`config.mk`:
```
export PLATFORM = sky130hd
export DESIGN_NAME = picomips_ctrl_datapath_flat
export DESIGN_NICKNAME = d
export VERILOG_FILES = /design/src/rtl/picomips_ctrl_datapath_if.sv /design/src/rtl/picomips_ctrl_datapath.sv /design/src/flat_wrapper.sv
export SDC_FILE = /design/constraint.sdc
export NUM_CORES = 1
export LEC_CHECK = 0
export ABC_CLOCK_PERIOD_IN_PS = 5200
export CORE_ASPECT_RATIO = 0.5
export CORE_UTILIZATION = 50
export DETAILED_ROUTE_END_ITERATION = 8
export GPL_TIMING_DRIVEN = 0
export HOLD_SLACK_MARGIN = 0.02
export PLACE_DENSITY = 0.79
export SLEW_MARGIN = 20
export SYNTH_ARGS = -nofsm -noshare
export SYNTH_HDL_FRONTEND = slang
export SYNTH_SLANG_ARGS = --single-unit
```
`constraint.sdc`:
```
create_clock -name clk -period 5.2 [get_ports clk]
set_input_delay 0.52 -clock clk [delete_from_list [all_inputs] [get_ports clk]]
set_output_delay 0.52 -clock clk [all_outputs]
set_load 0.02 [all_outputs]
```
`src/rtl/picomips_ctrl_datapath_if.sv`:
```
`default_nettype none
// ============================================================================
//  Module      : picomips_ctrl_datapath_if
//  Description : Bus bundle for the picoMIPS PC / decoder / ALU slice.
//                Groups the PC control, the program-memory instruction path,
//                the decoded fields and the ALU operand/result signals.
//  Modports    : master - core FSM side (drives controls, operands, instr)
//                slave  - datapath side (drives pc, decoded fields, result)
//  Revision    : 1.0 - initial release
// ============================================================================
interface picomips_ctrl_datapath_if #(
    parameter int PC_WIDTH   = 6,
    parameter int I_WIDTH    = 8,
    parameter int DATA_WIDTH = 8
);
    // PC control and program-memory address
    logic                  pc_clr;
    logic                  pc_incr;
    logic [PC_WIDTH-1:0]   pc;

    // Instruction word and decoded fields
    logic [I_WIDTH-1:0]    instruction;
    logic [1:0]            opcode;
    logic [2:0]            offset;
    logic [2:0]            imm;
    logic                  is_end;

    // ALU
    logic [DATA_WIDTH-1:0] alu_a;
    logic [DATA_WIDTH-1:0] alu_b;
    logic [1:0]            alu_func;
    logic [DATA_WIDTH-1:0] alu_result;

    modport master (
        output pc_clr, pc_incr, instruction, alu_a, alu_b, alu_func,
        input  pc, opcode, offset, imm, is_end, alu_result
    );

    modport slave (
        input  pc_clr, pc_incr, instruction, alu_a, alu_b, alu_func,
        output pc, opcode, offset, imm, is_end, alu_result
    );
endinterface
`default_nettype wire

```
`src/rtl/picomips_ctrl_datapath.sv`:
```
`default_nettype none
// ============================================================================
//  Module      : picomips_ctrl_datapath
//  Description : Program counter, instruction decoder and fixed-point ALU
//                slice of the picoMIPS core.
//  Ports       : clk    - system clock, rising edge
//                reset  - asynchronous active-low reset (clears pc only)
//                bus    - slave modport of picomips_ctrl_datapath_if:
//                         pc_clr/pc_incr -> pc, instruction -> opcode/offset/
//                         imm/is_end, alu_a/alu_b/alu_func -> alu_result
//  Revision    : 1.0 - initial release
// ============================================================================
module picomips_ctrl_datapath #(
    parameter int PC_WIDTH   = 6,
    parameter int I_WIDTH    = 8,
    parameter int DATA_WIDTH = 8
) (
    input  wire logic                  clk,
    input  wire logic                  reset,
    picomips_ctrl_datapath_if.slave    bus
);

    localparam logic [1:0] c_OP_NOP   = 2'b00;
    localparam logic [1:0] c_OP_END   = 2'b11;

    localparam logic [1:0] c_ALU_ADD  = 2'b00;
    localparam logic [1:0] c_ALU_MUL  = 2'b01;
    localparam logic [1:0] c_ALU_PASS = 2'b10;
    localparam logic [1:0] c_ALU_ZERO = 2'b11;

    localparam logic [DATA_WIDTH-1:0] c_Q_MAX = {1'b0, {(DATA_WIDTH-1){1'b1}}};

    // ------------------------------------------------------------------
    // Program counter (the only state in this block)
    // ------------------------------------------------------------------
    logic [PC_WIDTH-1:0] r_pc;

    always_ff @(posedge clk or negedge reset) begin
        if (!reset) begin
            r_pc <= '0;
        end else if (bus.pc_clr) begin
            r_pc <= '0;
        end else if (bus.pc_incr) begin
            r_pc <= r_pc + 1'b1;   // natural wrap from all-ones to zero
        end
    end

    assign bus.pc = r_pc;

    // ------------------------------------------------------------------
    // Decoder: fixed field layout for an 8-bit word
    //   [7:6] opcode, [5:3] signed offset, [2:0] coefficient index
    // ------------------------------------------------------------------
    logic [1:0] w_opcode;

    assign w_opcode   = bus.instruction[7:6];
    assign bus.opcode = w_opcode;
    assign bus.offset = bus.instruction[5:3];
    assign bus.imm    = bus.instruction[2:0];
    // NOP doubles as the illegal encoding, so it halts the core like END
    assign bus.is_end = (w_opcode == c_OP_NOP) || (w_opcode == c_OP_END);

    // ------------------------------------------------------------------
    // ALU
    // ------------------------------------------------------------------
    // w_mul_q holds product bits [2*DW-1:DW-1]: the Q1.7 result plus the
    // product sign bit. An arithmetic right shift floors toward -inf.
    logic signed [DATA_WIDTH:0]   w_mul_q;
    logic                         w_mul_ovf;
    logic        [DATA_WIDTH-1:0] w_mul_res;
    logic        [DATA_WIDTH-1:0] w_alu_res;

    assign w_mul_q = (DATA_WIDTH+1)'(
                         (2*DATA_WIDTH)'($signed(bus.alu_a) * $signed(bus.alu_b))
                         >>> (DATA_WIDTH-1));

    // The only product that does not fit Q1.7 is (-1.0)*(-1.0) = +1.0,
    // which shows up as the kept sign bit disagreeing with the top kept bit.
    assign w_mul_ovf = w_mul_q[DATA_WIDTH] ^ w_mul_q[DATA_WIDTH-1];
    assign w_mul_res = w_mul_ovf ? c_Q_MAX : w_mul_q[DATA_WIDTH-1:0];

    always_comb begin
        w_alu_res = '0;
        case (bus.alu_func)
            c_ALU_ADD:  w_alu_res = bus.alu_a + bus.alu_b;
            c_ALU_MUL:  w_alu_res = w_mul_res;
            c_ALU_PASS: w_alu_res = bus.alu_a;
            c_ALU_ZERO: w_alu_res = '0;
            default:    w_alu_res = '0;
        endcase
    end

    assign bus.alu_result = w_alu_res;

endmodule
`default_nettype wire

```
`src/flat_wrapper.sv`:
```
// flat-port wrapper written by rule: the top's interface ports become plain ports
module picomips_ctrl_datapath_flat 
#(
    parameter int PC_WIDTH   = 6,
    parameter int I_WIDTH    = 8,
    parameter int DATA_WIDTH = 8
)
  (clk, reset, bus_pc_clr, bus_pc_incr, bus_instruction, bus_alu_a, bus_alu_b, bus_alu_func, bus_pc, bus_opcode, bus_offset, bus_imm, bus_is_end, bus_alu_result);
  picomips_ctrl_datapath_if #(.PC_WIDTH(PC_WIDTH), .I_WIDTH(I_WIDTH), .DATA_WIDTH(DATA_WIDTH)) bus_i ();
  input  wire logic clk;
  input  wire logic reset;
  input wire logic [$bits(bus_i.pc_clr)-1:0] bus_pc_clr;
  input wire logic [$bits(bus_i.pc_incr)-1:0] bus_pc_incr;
  input wire logic [$bits(bus_i.instruction)-1:0] bus_instruction;
  input wire logic [$bits(bus_i.alu_a)-1:0] bus_alu_a;
  input wire logic [$bits(bus_i.alu_b)-1:0] bus_alu_b;
  input wire logic [$bits(bus_i.alu_func)-1:0] bus_alu_func;
  output wire logic [$bits(bus_i.pc)-1:0] bus_pc;
  output wire logic [$bits(bus_i.opcode)-1:0] bus_opcode;
  output wire logic [$bits(bus_i.offset)-1:0] bus_offset;
  output wire logic [$bits(bus_i.imm)-1:0] bus_imm;
  output wire logic [$bits(bus_i.is_end)-1:0] bus_is_end;
  output wire logic [$bits(bus_i.alu_result)-1:0] bus_alu_result;
  assign bus_i.pc_clr = bus_pc_clr;
  assign bus_i.pc_incr = bus_pc_incr;
  assign bus_i.instruction = bus_instruction;
  assign bus_i.alu_a = bus_alu_a;
  assign bus_i.alu_b = bus_alu_b;
  assign bus_i.alu_func = bus_alu_func;
  assign bus_pc = bus_i.pc;
  assign bus_opcode = bus_i.opcode;
  assign bus_offset = bus_i.offset;
  assign bus_imm = bus_i.imm;
  assign bus_is_end = bus_i.is_end;
  assign bus_alu_result = bus_i.alu_result;
  picomips_ctrl_datapath #(.PC_WIDTH(PC_WIDTH), .I_WIDTH(I_WIDTH), .DATA_WIDTH(DATA_WIDTH)) u_core (.clk(clk), .reset(reset), .bus(bus_i));
endmodule
```
==> results.yml, run 1 <==
cts:
  clk_pin_slew_ns: 0.03
  clock_latency_ns: 0.23
  htree_levels: 1
  cts.sinks: 6
  cts_buffers: 3
  cts_tree: "yes"
  cts.path.max_buffers: 2
  cts_root_buf: "clkbuf_16"
  cts_hold_buf: 0
route:
  route.detailed.drc: 0
  ant_nets: 0
  routed_via_density: 5.10
  dr.pass1.iters: 4
  drt_iter0_drc: 147
  post_drt_wl_per_cell_um: 14.8
  vias: 2647
  postRouteWirelength_um: 7710
yosys:
  synth_top_family_by_area: "adder cells"
  yosys.area_share.adder_pct: 49.1
  syn_nets: 491
  synth_commonest_cells: "87 x inv_1, 54 x fa_1, 37 x ha_1"
  synthSimpleGateAreaFrac_pct: 15.9
  syn_area_per_cell_um2: 8.50
  synthCells: 370
  synth_async_sr_flop_share_pct: 100
  synthTopCellsByArea: "fa_1 34%, ha_1 15%, inv_1 10%, and2_1 6.0%, dfrtp_1 4.8%"
  synthXorXnorAreaFrac_pct: 6.96
  synth-edff-count: 0
  synth_flop_cell: "dfrtp_1"
  synth.area.mux_share_pct: 0.318
  synthDistinctLibCells: 39
  yosysMostFrequentCell: "inv_1"
  ys_ff_latch: 6
  ys_warn_count: 0
  yosysSeqAreaShare_pct: 4.77
  synth_area_um2: 3150
  synth_compound_area_share_pct: 10.5
  synth_top_area_cell: "fa_1"
  yosysTopAreaCellShare_pct: 34.4
timing:
  setup_violations: 8
  hold_viol: 0
  drv_slew: 0
  finalCritPeriodShare_pct: 106
  worstMarginPinSlew_ns: 0.471
  postLayoutSetupSlackWorst_ns: -0.328
  grt_setup_unrepaired: "true"
  fmax_mhz: 181
  period_minus_slack_ns: 5.53
  skew_ns: 0.000513
  maxSlewHeadroom_pct: 68.2
setup_path:
  r2r_slack_ns: 4.00
  required_ns: 4.68
  rr_endpoint: "u_core.bus.pc[5]$_DFFE_PN0P_"
  cp_slowest_stage_delay_ns: 0.54
  endpoint_kind: "output pin"
  cp_cell_sequence: "buf_6 > nor2b_2 > fa_1 > inv_1 > fa_1 > inv_1 > fa_1 > inv_1 > fa_1 > inv_2 > ha_4 > nand2_4 > nor2_4 > a31oi_4 > o21bai_4 > buf_6 > xor2_4 > ha_4 > nand2b_4 > o22ai_1 > o21ai_1 > buf_2"
  criticalPathCategory: "input port to output pin"
  crit_start: "bus_alu_b[7]"
  path_common_cell: "fa_1"
  r2r_start: "u_core.bus.pc[0]$_DFFE_PN0P_"
  critPathLaunchType: "input port"
  slowest_stage: "fa_1"
  reg2reg_depth: 3
  cp.arrival_ns: 5.01
  crit_fanout: 10
  setup.worst_path.end: "bus_alu_result[1]"
status:
  violations: "negative setup slack"
  status: "finished with violations"
global_routing:
  antenna_found_initial: 0
  grtUsageTotal_pct: 25.0
  gr-total-overflow: 0
  grt_pass1_vias: 2757
  grt_start_max_net_pins: 11
  grt_pass1_wl_um: 12800
final_layout:
  antenna_cells: 0
  multi_input_area_um2: 2960
  utilization_pct: 74.6
  layout-drive-gt1-share_pct: 26.0
  syn_to_final_growth_pct: 36.9
  largest_reg_flops: 6
  fillers: 405
  nNetsFinal: 558
  regArea_um2: 150
  final_area_um2: 4310
placed_design:
  gp_congestion: 0.872
  place_hpwl_um: 6050
  io_buffers: 46
  pre_cts_slack_ns: -1.68
  post_dp_cell_area_um2: 3840
die:
  num_io_pins: 53
  die_w_um: 114
  num_rows: 19
  start_util_pct: 54.5
  fp.dieArea_um2: 6630
  fp.dieH_um: 58.1
  core_um2: 5780
run:
  drv_cap: 0
power_and_ir_drop:
  power_leakage_nw: 2.03
  power_density_nw_per_um2: 564
  ir_worst_vdd_mv: 0.444
hold_path:
  hp-class: "input port to asynchronous set/reset pin"
-- layout make-up --
type	count	share of cell area, %
sequential	6	3.49
clock buffer	3	1.74
tap	84	2.44
multi-input combinational	267	68.6
timing repair buffer	62	14.4
inverter	87	7.70
buffer	10	1.57
-- cells by family (layout without fill, tap and decap cells) --
logic type	Yosys count	after routing
AOI/OAI and AO/OA	53	53
DFF	6	6
adders and majority gates	91	91
buffers and inverters	97	162
and+or+nand+nor	97	97
muxes	1	1
xor gates and xnor gates	25	25
-- report_power, final --
| group | switching [W] | internal [W] |
|---|---|---|
| Combinational | 0.00118 | 0.00107 |
| Clock | 0.0000257 | 0.0000986 |
| Sequential | 0.00000204 | 0.0000486 |
-- per-stage QoR --
stage	hold WS [ns]	TNS, ns	power, W	std cells
6_report	0.534	-2.03	0.00243	519
3_5_place_dp	0.564	-12.31	0.00175	500
3_3_place_gp	0.543	-12.03	0.00170	500
2_1_floorplan	0.224	-0.102	0.00128	370
5_1_grt	0.561	-3.38	0.00264	519
4_1_cts	0.541	-2.12	0.00209	516
-- timing repair --
item	in CTS	in global routing
gates resized for setup	179	30
endpoints found under the setup margin	8	8
buffers inserted	13	2
gates cloned	0	1
pin swaps	26	31
-- worst min-delay path by stage --
stage | cells past startpoint | to | startpoint | slack [ns]
after floorplan | 0 | u_core.bus.pc[0]$_DFFE_PN0P_ | reset | 0.22
after global placement | 2 | u_core.bus.pc[5]$_DFFE_PN0P_ | u_core.bus.pc[5]$_DFFE_PN0P_ | 0.54
after detailed placement | 2 | u_core.bus.pc[5]$_DFFE_PN0P_ | u_core.bus.pc[5]$_DFFE_PN0P_ | 0.56
after CTS | 1 | u_core.bus.pc[2]$_DFFE_PN0P_ | reset | 0.54
after global routing | 1 | u_core.bus.pc[4]$_DFFE_PN0P_ | reset | 0.56
final | 1 | u_core.bus.pc[2]$_DFFE_PN0P_ | reset | 0.53
-- routing by layer --
metal  wire, µm  GRT usage (%)  share of wire [%]
met5          0              0                  0
met4        137           4.82                1.8
met3        388           1.57                5.0
met2       3950           47.5                 51
met1       3240           32.1                 42
-- critical path: cells and delay by family --
kind,cells,cell delay (ns)
AO/OA/AOI/OAI,4,0.55
XOR/XNOR,1,0.20
adder cells (fa/ha/maj),6,2.58
buffers and inverters,7,0.66
AND/OR/NAND/NOR,4,0.48
-- placed cells by master (no fill, tap or decap), drive strengths merged, types with 2 or more instances in the layout --
cell and instances:
inv 87, fa 54, buf 47, ha 37
and2 30, nand2 26, clkdlybuf4s50 22, a21oi 18
o21ai 18, xnor2 17, nor2 17, nor2b 10
xor2 8, dfrtp 6, clkbuf 6, nand2b 5
o21a 3, nand4 3, o22ai 2, a21o 2
o311ai 2
(Power assumes the default switching activity.)
==> inputs of run 2 (changes only) <==
--- a/config.mk
+++ b/config.mk
@@ -6,12 +6,15 @@
 export NUM_CORES = 1
 export LEC_CHECK = 0
 export ABC_CLOCK_PERIOD_IN_PS = 5200
+export CELL_PAD_IN_SITES_DETAIL_PLACEMENT = 2
+export CELL_PAD_IN_SITES_GLOBAL_PLACEMENT = 2
 export CORE_ASPECT_RATIO = 0.5
-export CORE_UTILIZATION = 50
+export CORE_MARGIN = 8
+export CORE_UTILIZATION = 30
 export DETAILED_ROUTE_END_ITERATION = 8
 export GPL_TIMING_DRIVEN = 0
 export HOLD_SLACK_MARGIN = 0.02
-export PLACE_DENSITY = 0.79
+export PLACE_DENSITY_LB_ADDON = 0.1
 export SLEW_MARGIN = 20
 export SYNTH_ARGS = -nofsm -noshare
 export SYNTH_HDL_FRONTEND = slang
==> results.yml, run 2 (synthesis results as in run 1) <==
final_layout:
  largest_reg_flops: 6
  fillers: 1114
  most-common-layout-cells: "73 x inv_1, 50 x fa_1, 29 x buf_4"
  utilization_pct: 42.4
  syn_to_final_growth_pct: 37.6
  layoutNonFillerInstCount: 573
  final_common_cell: "inv_1"
  antenna_cells: 0
  layout-drive-gt1-share_pct: 26.1
  nNetsFinal: 556
timing:
  finalCritPeriodShare_pct: 107
  hold_viol: 0
  maxSlewHeadroom_pct: 61.2
  tns_ns: -2.07
  grt_setup_unrepaired: "true"
  period_minus_slack_ns: 5.55
  drv_slew: 0
  worstMarginPinSlew_ns: 0.575
  fmax_mhz: 180
  setup_violations: 7
  skew_ns: 0.00173
  postLayoutSetupSlackWorst_ns: -0.346
setup_path:
  cp_cell_sequence: "buf_12 > and2_4 > fa_1 > inv_2 > fa_1 > inv_2 > fa_1 > inv_1 > fa_1 > inv_2 > ha_4 > o21ai_2 > nand2b_1 > a31oi_4 > o21bai_4 > a21oi_2 > xnor2_1 > ha_2 > nand2_2 > o21a_1 > o211ai_1 > buf_4"
  path_common_cell: "fa_1"
  rr_endpoint: "u_core.bus.pc[5]$_DFFE_PN0P_"
  crit_fanout: 5
  crit_start: "bus_alu_b[2]"
  required_ns: 4.68
  cp_slowest_stage_delay_ns: 0.54
  critPathLaunchType: "input port"
  r2r_start: "u_core.bus.pc[0]$_DFFE_PN0P_"
  endpoint_kind: "output pin"
  r2r_slack_ns: 4.00
  setup.worst_path.end: "bus_alu_result[3]"
  reg2reg_depth: 3
  slowest_stage: "fa_1"
  criticalPathCategory: "input port to output pin"
  cp.arrival_ns: 5.03
cts:
  cts_tree: "yes"
  clk_pin_slew_ns: 0.03
  cts.path.max_buffers: 2
  cts_root_buf: "clkbuf_16"
  htree_levels: 1
  cts.sinks: 6
  cts_buffers: 3
  clock_latency_ns: 0.23
global_routing:
  grt_pass1_wl_um: 17000
  antenna_found_initial: 0
  grt_pass1_vias: 3269
  grt_start_max_net_pins: 11
  gr-total-overflow: 0
  grtUsageTotal_pct: 15.1
route:
  routed_via_density: 4.73
  wirelength_met1_um: 4700
  route.detailed.drc: 0
  dr_wl_met3_um: 277
  postRouteWirelength_um: 10200
  highest_layer: "met4"
  dr.pass1.iters: 6
  wl_met2_um: 5170
  vias: 2710
  ant_nets: 0
  drt_iter0_drc: 48
  post_drt_wl_per_cell_um: 17.9
hold_path:
  hp-class: "input port to asynchronous set/reset pin"
die:
  num_rows: 26
  fp.dieH_um: 88.4
  core_um2: 10200
  die_w_um: 161
  num_io_pins: 53
  fp.dieArea_um2: 14200
  start_util_pct: 30.8
power_and_ir_drop:
  ir_worst_vdd_mv: 0.293
  power_density_nw_per_um2: 530
  power_leakage_nw: 2.01
status:
  status: "finished with violations"
  violations: "negative setup slack"
placed_design:
  dpl.cell_count: 556
  gp_congestion: 0.779
  place_hpwl_um: 8490
  io_buffers: 46
run:
  drv_cap: 0
-- run 2: cell types whose count changed in the layout (fill, tap and decap cells not counted), sizes merged --
cell,change
bufbuf,+1
buf,-2
clkbuf,-1
-- run 2: worst min-delay path by stage --
stage                                 startpoint                      endpoint  cells after the start
floorplan                                  reset  u_core.bus.pc[0]$_DFFE_PN0P_                      0
global placement    u_core.bus.pc[5]$_DFFE_PN0P_  u_core.bus.pc[5]$_DFFE_PN0P_                      2
detailed placement  u_core.bus.pc[5]$_DFFE_PN0P_  u_core.bus.pc[5]$_DFFE_PN0P_                      2
CTS                                        reset  u_core.bus.pc[5]$_DFFE_PN0P_                      1
global route                               reset  u_core.bus.pc[5]$_DFFE_PN0P_                      1
finish                                     reset  u_core.bus.pc[4]$_DFFE_PN0P_                      1
-- run 2: where the power goes --
group / switching [W] / leakage [nW] / total, W / internal, W
Combinational: 0.00114 / 1.89 / 0.00212 / 0.000977
Sequential: 0.00000211 / 0.0823 / 0.0000507 / 0.0000486
Clock: 0.0000291 / 0.0370 / 0.000128 / 0.0000990
Total: 0.00117 / 2.01 / 0.00230 / 0.00112
-- run 2: worst max-delay path, delay by kind of cell --
kind            cells  cell delay, ns
compound gates      6            0.95
xor+xnor            1            0.09
fa+ha+maj           6            2.63
buf+inv             6            0.48
simple gates        3            0.37
-- run 2: metal layers --
| metal | vias to the layer above | track usage, % |
|---|---|---|
| li1 | 1269 | - |
| met1 | 1391 | 18.8 |
| met2 | 43 | 28.3 |
| met3 | 7 | 1.72 |
| met4 | 0 | 2.75 |
| met5 | - | 0 |
-- run 2: final cells by class --
cell class                      instances  area [µm²]  area share [%]
Clock buffer                            3        75.1            1.73
Multi-Input combinational cell        267        2930            67.7
Timing Repair Buffer                   60         606            14.0
Sequential cell                         6         150            3.47
Inverter                               87         327            7.54
Tap cell                              140         175            4.05
Buffer                                 10        67.6            1.56
-- run 2: timing repair --
| item | 4_1_cts | 5_1_grt |
|---|---|---|
| hold buffers | 0 | 0 |
| gates resized for setup | 193 | 10 |
| setup buffers | 11 | 2 |
| gates cloned | 1 | 0 |
| setup endpoints to repair | 8 | 8 |
| pin swaps | 26 | 9 |
-- run 2: per-stage QoR --
stage	power [W]	area (µm²)	hold WS, ns	setup WS, ns
5_1_grt	0.00252	4330	0.557	-0.531
3_5_place_dp	0.00182	3910	0.567	-1.87
4_1_cts	0.00224	4280	0.547	-0.416
2_1_floorplan	0.00128	3270	0.224	-0.102
3_3_place_gp	0.00175	3910	0.534	-1.80
6_report	0.00230	4330	0.541	-0.346
